===== src/rtl/cam_pingpong_ctrl.sv =====
// Two-bank ping-pong ownership controller between a camera writer and a frame reader.
// Tracks per-bank state, assigns free banks to incoming frames, and drops frames with no free bank.
module cam_pingpong_ctrl #(
    parameter int DROP_W = 8
) (
    input  logic              iClk,
    input  logic              wRst,
    input  logic              wEnClk,
    input  logic              wFrStart,
    input  logic              wFrWrDone,
    input  logic              wRdDone,
    output logic              wWrEn,
    output logic              buf_sel_wr,
    output logic              buf0_full_wr,
    output logic              buf1_full_wr,
    output logic              wRdGo,
    output logic              buf_sel_rd,
    output logic              wFrDrop,
    output logic [DROP_W-1:0] wDropCnt
);

    typedef enum logic [1:0] {EMPTY, WRITING, FULL, READING} bank_state_t;
    typedef enum logic [1:0] {W_IDLE, W_ACTIVE, W_SKIP} wr_state_t;
    typedef enum logic [1:0] {R_IDLE, R_LAUNCH, R_BUSY} rd_state_t;

    bank_state_t       bank_st [2];
    wr_state_t         wr_st;
    rd_state_t         rd_st;
    logic              last_wr;
    logic              oldest;     // bank that became FULL first while both are FULL
    logic [1:0]        full_q;

    logic              any_empty;
    logic              any_full;
    logic              wr_pick;
    logic              rd_pick;
    logic [DROP_W-1:0] drop_cnt_sat;

    assign any_empty    = (bank_st[0] == EMPTY) || (bank_st[1] == EMPTY);
    assign any_full     = (bank_st[0] == FULL)  || (bank_st[1] == FULL);
    assign drop_cnt_sat = (&wDropCnt) ? wDropCnt : wDropCnt + 1'b1;
    assign buf0_full_wr = full_q[0];
    assign buf1_full_wr = full_q[1];

    always_comb begin
        // NOTE: defaults first so every path assigns and no latch is inferred.
        wr_pick = 1'b0;
        rd_pick = 1'b0;
        if (bank_st[0] == EMPTY && bank_st[1] == EMPTY)
            wr_pick = ~last_wr;
        else if (bank_st[1] == EMPTY)
            wr_pick = 1'b1;
        if (bank_st[0] == FULL && bank_st[1] == FULL)
            rd_pick = oldest;
        else if (bank_st[1] == FULL)
            rd_pick = 1'b1;
    end

    // Both FSMs share one block; they only ever touch distinct banks in the same cycle.
    always_ff @(posedge iClk) begin
        if (wRst) begin
            // NOTE: the two-entry bank table is control state, so it is reset like any other flop.
            bank_st[0] <= EMPTY;
            bank_st[1] <= EMPTY;
            wr_st      <= W_IDLE;
            rd_st      <= R_IDLE;
            last_wr    <= 1'b1;
            oldest     <= 1'b0;
            full_q     <= 2'b00;
            wWrEn      <= 1'b0;
            buf_sel_wr <= 1'b0;
            wRdGo      <= 1'b0;
            buf_sel_rd <= 1'b0;
            wFrDrop    <= 1'b0;
            wDropCnt   <= '0;
        end else if (wEnClk) begin
            // NOTE: non-blocking updates so every decision below sees the pre-edge bank state.
            wRdGo   <= 1'b0;
            wFrDrop <= 1'b0;

            unique case (rd_st)
                R_IDLE: if (any_full) begin
                    bank_st[rd_pick] <= READING;
                    buf_sel_rd       <= rd_pick;
                    rd_st            <= R_LAUNCH;
                end
                R_LAUNCH: begin
                    wRdGo <= 1'b1;
                    rd_st <= R_BUSY;
                end
                R_BUSY: if (wRdDone) begin
                    bank_st[buf_sel_rd] <= EMPTY;
                    full_q[buf_sel_rd]  <= 1'b0;
                    rd_st               <= R_IDLE;
                end
                default: rd_st <= R_IDLE;
            endcase

            unique case (wr_st)
                W_IDLE: if (wFrStart) begin
                    if (any_empty) begin
                        bank_st[wr_pick] <= WRITING;
                        buf_sel_wr       <= wr_pick;
                        wWrEn            <= 1'b1;
                        wr_st            <= W_ACTIVE;
                    end else begin
                        wFrDrop  <= 1'b1;
                        wDropCnt <= drop_cnt_sat;
                        wr_st    <= W_SKIP;
                    end
                end
                W_ACTIVE: if (wFrWrDone) begin
                    bank_st[buf_sel_wr] <= FULL;
                    full_q[buf_sel_wr]  <= 1'b1;
                    wWrEn               <= 1'b0;
                    last_wr             <= buf_sel_wr;
                    if (bank_st[~buf_sel_wr] != FULL)
                        oldest <= buf_sel_wr;
                    wr_st <= W_IDLE;
                end else if (wFrStart) begin
                    // Truncated frame: give the bank back and count it as dropped.
                    bank_st[buf_sel_wr] <= EMPTY;
                    wWrEn               <= 1'b0;
                    wFrDrop             <= 1'b1;
                    wDropCnt            <= drop_cnt_sat;
                    wr_st               <= W_IDLE;
                end
                W_SKIP: if (wFrWrDone) wr_st <= W_IDLE;
                default: wr_st <= W_IDLE;
            endcase
        end
    end

endmodule


===== config.mk =====
export PLATFORM = sky130hd
export DESIGN_NAME = cam_pingpong_ctrl
export DESIGN_NICKNAME = d
export VERILOG_FILES = /design/src/rtl/cam_pingpong_ctrl.sv
export SDC_FILE = /design/constraint.sdc
export NUM_CORES = 1
export LEC_CHECK = 0
export BUFFER_PORTS_ARGS = -buffer_cell sky130_fd_sc_hd__buf_4
export CAP_MARGIN = 5
export CORE_MARGIN = 5
export CORE_UTILIZATION = 55
export CTS_BUF_LIST = sky130_fd_sc_hd__clkbuf_2
export DETAILED_ROUTE_END_ITERATION = 12
export PLACE_DENSITY = 0.78
export SYNTH_ARGS = -nofsm -noshare
export SYNTH_HDL_FRONTEND = slang
export SYNTH_SLANG_ARGS = --single-unit

===== constraint.sdc =====
create_clock -name iClk -period 4.9 [get_ports iClk]
set_input_delay 0.98 -clock iClk [delete_from_list [all_inputs] [get_ports iClk]]
set_output_delay 0.98 -clock iClk [all_outputs]
set_load 0.01 [all_outputs]

* Word level (Yosys, flattened, before mapping)
Memory sizes are Yosys's and may differ from the RTL's. Cells that the tools add are included.
Storage, ports and cells: output and inout bits 15, input port bits 6, bits in writable memories 4, logic and storage cells 143, memories 1, bits in registers 21
Cells by class: reduce and logical (&&, ||, !) cells 24, $lt $le $gt $ge 4, mux-type cells 80, bitwise logic cells 6, $add $sub $neg 1, equality and inequality tests 16
Memories:
- bank_st | words 2, bits a word 2, read ports 3, clocked after memory_dff 0, wr ports 2, line 26 | bank_state_t bank_st [2];
Operators by type and width (number):
- 1-bit 2-to-1 mux | 50
- 8-bit 2-to-1 mux | 5
- 2-bit 2-to-1 mux | 18
- 2-bit inequality test, second input constant | 9
- 8-bit case mux with 2 select lines | 1
- 2-bit case mux with 3 select lines | 2
- 4-bit AND reduction | 3
- 3-bit AND reduction | 3
- 8-bit by 1-bit adder with 8-bit output, second input constant | 1
- 2-bit equality test, second input constant | 4
- 2-bit zero test | 4
- 8-bit AND reduction | 1
- 2-bit OR reduction | 4
- 6-bit AND reduction | 1
- 5-bit AND reduction | 1
- 2-bit by 1-bit equality test with 1-bit output, second input constant | 2
- 1-bit logical AND | 4
- 1-bit by 2-bit less-than comparator with 1-bit output, second input constant | 2
- 1-bit case mux with 2 select lines | 2
- 3-bit inequality test, second input constant | 1
- 2-bit bitwise AND | 1
- 1-bit demux with 1-bit select | 2
- 1-bit greater-or-equal comparator, second input constant | 2
- 1-bit logical OR | 2
- other kinds (5) | 6

* Depth between registers and ports, before layout
depth in word-level cells 13, depth in mapped cells 6, depth with buffers taken out 5

* Worst setup path after synthesis
No wires, ideal clock.
kind input port to flip-flop, start point in wRst, end point mem bank_st[1][1] in the netlist's numbering, data pin, data arrival time 2066 ps, cell stages on the path 4, buffers on the path 0, library setup time 260 ps, setup slack 2574 ps, data required time 4640 ps, cell sequence nand2b_1 or4b_4 o31a_1 mux2_4
RTL lines:
- start, declared | line 7 | input logic wRst,
- end, declared | line 26

==> flow_metrics.tcl <==
set metrics [dict create \
    area_delta_synth_final_pct 12.6 \
    hp-class "register to register" \
    port_buffers 20 \
    viasPerCell 6.28 \
    synth_area_leaders "dfxtp_1 (33%), edfxtp_1 (9.3%), a21oi_1 (6.6%)" \
    r2r_end "wDropCnt[5]$_SDFFE_PP0P_" \
    drt_first_iter_violations 31 \
    synth_top_area_share_pct 32.6 \
    core_area_mm2 0.00223 \
    finalMaxSlewViolations 0 \
    drive_above_1_share_pct 20.7 \
    regToRegSetupSlack_ns 3.00 \
    dieArea_mm2 0.00341 \
    tightest_slew_ns 0.738 \
    grtUsageMet2_pct 27.0 \
    grt_antenna_before_repair 0 \
    cp_data_required_time_ns 5.05 \
    cts_root_buffer "clkbuf_2" \
    clockBufferDepth 2 \
    diodes 0 \
    cts_resized 0 \
    final.min_clock_period_ns 2.22 \
    firstDrtPassIters 4 \
    ys_seq_area_share_pct 41.9 \
    ff2ff_path_depth 4 \
    fin_setup_tns_ns 0 \
    yosysTopAreaCell "dfxtp_1" \
    numClockSinks 25 \
    path_clk_slew_ns 0.24 \
    max_freq_mhz 450 \
    final_nets 172 \
    grt.busiest_layer "met2" \
    cts_buffers 3 \
    dp_hpwl_um 2000 \
    start_kind "input port" \
    synth.most_common_cell "dfxtp_1" \
    grt-ovfl-total 0 \
    finalWeightedCongestion 0.805 \
    ant_nets 0 \
    max-vdd-ir-drop_mv 0.182 \
    cts_max_level 1 \
    path_max_fanout 30 \
    grt_max_degree 31 \
    synth_area_per_cell_um2 8.77 \
    async_flop_share_pct 0 \
    synth_cells 147 \
    cellLeakagePower_nw 0.517 \
    num_vias 1205 \
    rsz0062_at_grt "no" \
    cp_cell_sequence "buf_4, nand2b_1, or4b_4, o31a_1, mux2_4" \
    skew_ns 0.0160 \
    min-delay-start "wFrDrop$_SDFFE_PP0P_" \
    synth_nets 154 \
    holdPathEnd "wFrDrop$_SDFFE_PP0P_" \
    power.total_mw 0.364 \
    use_met1_pct 23.2 \
    slowest_stage "or4b_4" \
    syn-cell-area_mm2 0.00129 \
    netlist_top_cells_count "dfxtp_1 (21), a21oi_1 (17), nand2_1 (14)" \
    rows 17 \
    drv_cap 0 \
    r2r-start "bank_st[1][0]$_DFFE_PP_" \
    power_density_mw_per_mm2 251 \
    postCtsHoldBufs 0 \
    synthFlopType "dfxtp_1" \
    post_drt_wl_per_cell_um 14.5 \
    worst-setup-path-type "input port to register" \
    ys_warn_count 0 \
    dieWidth_um 58.4 \
    outcome "complete, no violations" \
    setup_violations 0 \
    synth-seq-cells 25 \
    grt_usage_pct 17.2 \
    post_cts_buffers 0 \
    hold_violations 0 \
    pin_count 21 \
    min_path_cells 2 \
    cts_tree "yes" \
    globalRouteMet3Util_pct 3.29 \
    dieHeight_um 58.4 \
    first_global_vias 1085 \
    worstSkewPairLatency_ns 0.35 \
    maxSlewHeadroom_pct 50.2 \
    grt_pass1_wl_um 4620 \
    synth_edf_count 4 \
    worstPathArrival_ns 2.37 \
    routed_wirelength_um 2780 \
    fin_crit_sh_pct 45.4 \
    cpPeakStageDelay_ns 0.55 \
    drc 0 \
    yosysUniqueCellTypes 46 \
    cp-end-kind "register" \
    start_util_pct 57.7 \
]
==> per-layer routing <==
metal  share of wire [%]  vias to the layer above
met5                   0                        -
li1                    -                      587
met2                  45                       30
met3                 5.6                        5
met1                  48                      583
met4                 1.4                        0
==> logic make-up after synthesis <==
| logic type | share of synthesized area, % |
|---|---|
| adders and majority gates | 0.971 |
| DFF | 41.9 |
| AOI/OAI and AO/OA | 23.9 |
| muxes | 2.04 |
| buffers and inverters | 4.76 |
| and+or+nand+nor | 26.4 |
==> metrics by stage <==
| step | util [%] | setup WS [ns] | hold slack [ns] | instance area (um2) | cells |
|---|---|---|---|---|---|
| finish | 65.0 | 2.68 | 0.490 | 1450 | 192 |
| detailed placement | 64.1 | 2.27 | 0.466 | 1430 | 188 |
| global route | 65.0 | 2.67 | 0.523 | 1450 | 192 |
| floorplan | - | 2.57 | 0.456 | 1290 | 147 |
| global placement | 64.1 | 2.30 | 0.452 | 1430 | 188 |
| CTS | 65.0 | 2.68 | 0.492 | 1450 | 192 |
==> layout by cell type (no fill, tap or decap), types with 2 or more instances in the layout <==
master,count
o21ai_0,7
nand4b_1,3
inv_1,5
nand2b_1,2
buf_4,20
o31ai_1,3
nor4_1,3
nand2_1,14
o311ai_0,2
or3_1,2
nand3_1,5
a21oi_1,17
or4_1,4
nor2_1,12
o41ai_1,3
edfxtp_1,4
clkbuf_2,4
or2_2,2
dfxtp_1,21
nor2b_1,6
o22ai_1,2
==> worst max-delay path by stage <==
stage / from / endpoint / slack [ns] / depth (start not counted)
5_1_grt: wRst / bank_st[1][1]$_DFFE_PP_ / 2.67 / 5
6_report: wRst / bank_st[1][1]$_DFFE_PP_ / 2.68 / 5
3_3_place_gp: wRst / bank_st[1][1]$_DFFE_PP_ / 2.30 / 5
2_1_floorplan: wRst / bank_st[1][1]$_DFFE_PP_ / 2.57 / 4
4_1_cts: wRst / bank_st[1][1]$_DFFE_PP_ / 2.68 / 5
3_5_place_dp: wRst / bank_st[1][1]$_DFFE_PP_ / 2.27 / 5
==> cell type report <==
type,count,area (um2)
Timing Repair Buffer,20,150
Sequential cell,25,541
Inverter,5,18.8
Tap cell,28,35.0
Clock buffer,4,20.0
Fill cell,202,782
Multi-Input combinational cell,110,687
==> worst max-delay path, delay by kind of cell <==
kind / cells / cell delay, ns
multiplexers: 1 / 0.30
AND/OR/NAND/NOR: 2 / 0.74
buffers and inverters: 1 / 0.21
AO/OA/AOI/OAI: 1 / 0.14
==> sequential cells by signal, indices dropped and copies added (netlist names) <==
register    count
wDropCnt        8
bank_st         4
full_q          2
rd_st           2
wr_st           2
buf_sel_rd      1
buf_sel_wr      1
last_wr         1
oldest          1
wFrDrop         1
wRdGo           1
wWrEn           1
==> power breakdown <==
part | switching [mW] | total (mW) | internal (mW)
Combinational | 0.0295 | 0.0523 | 0.0228
Sequential | 0.0105 | 0.229 | 0.218
Clock | 0.0614 | 0.0829 | 0.0216
(Power assumes the default switching activity.)
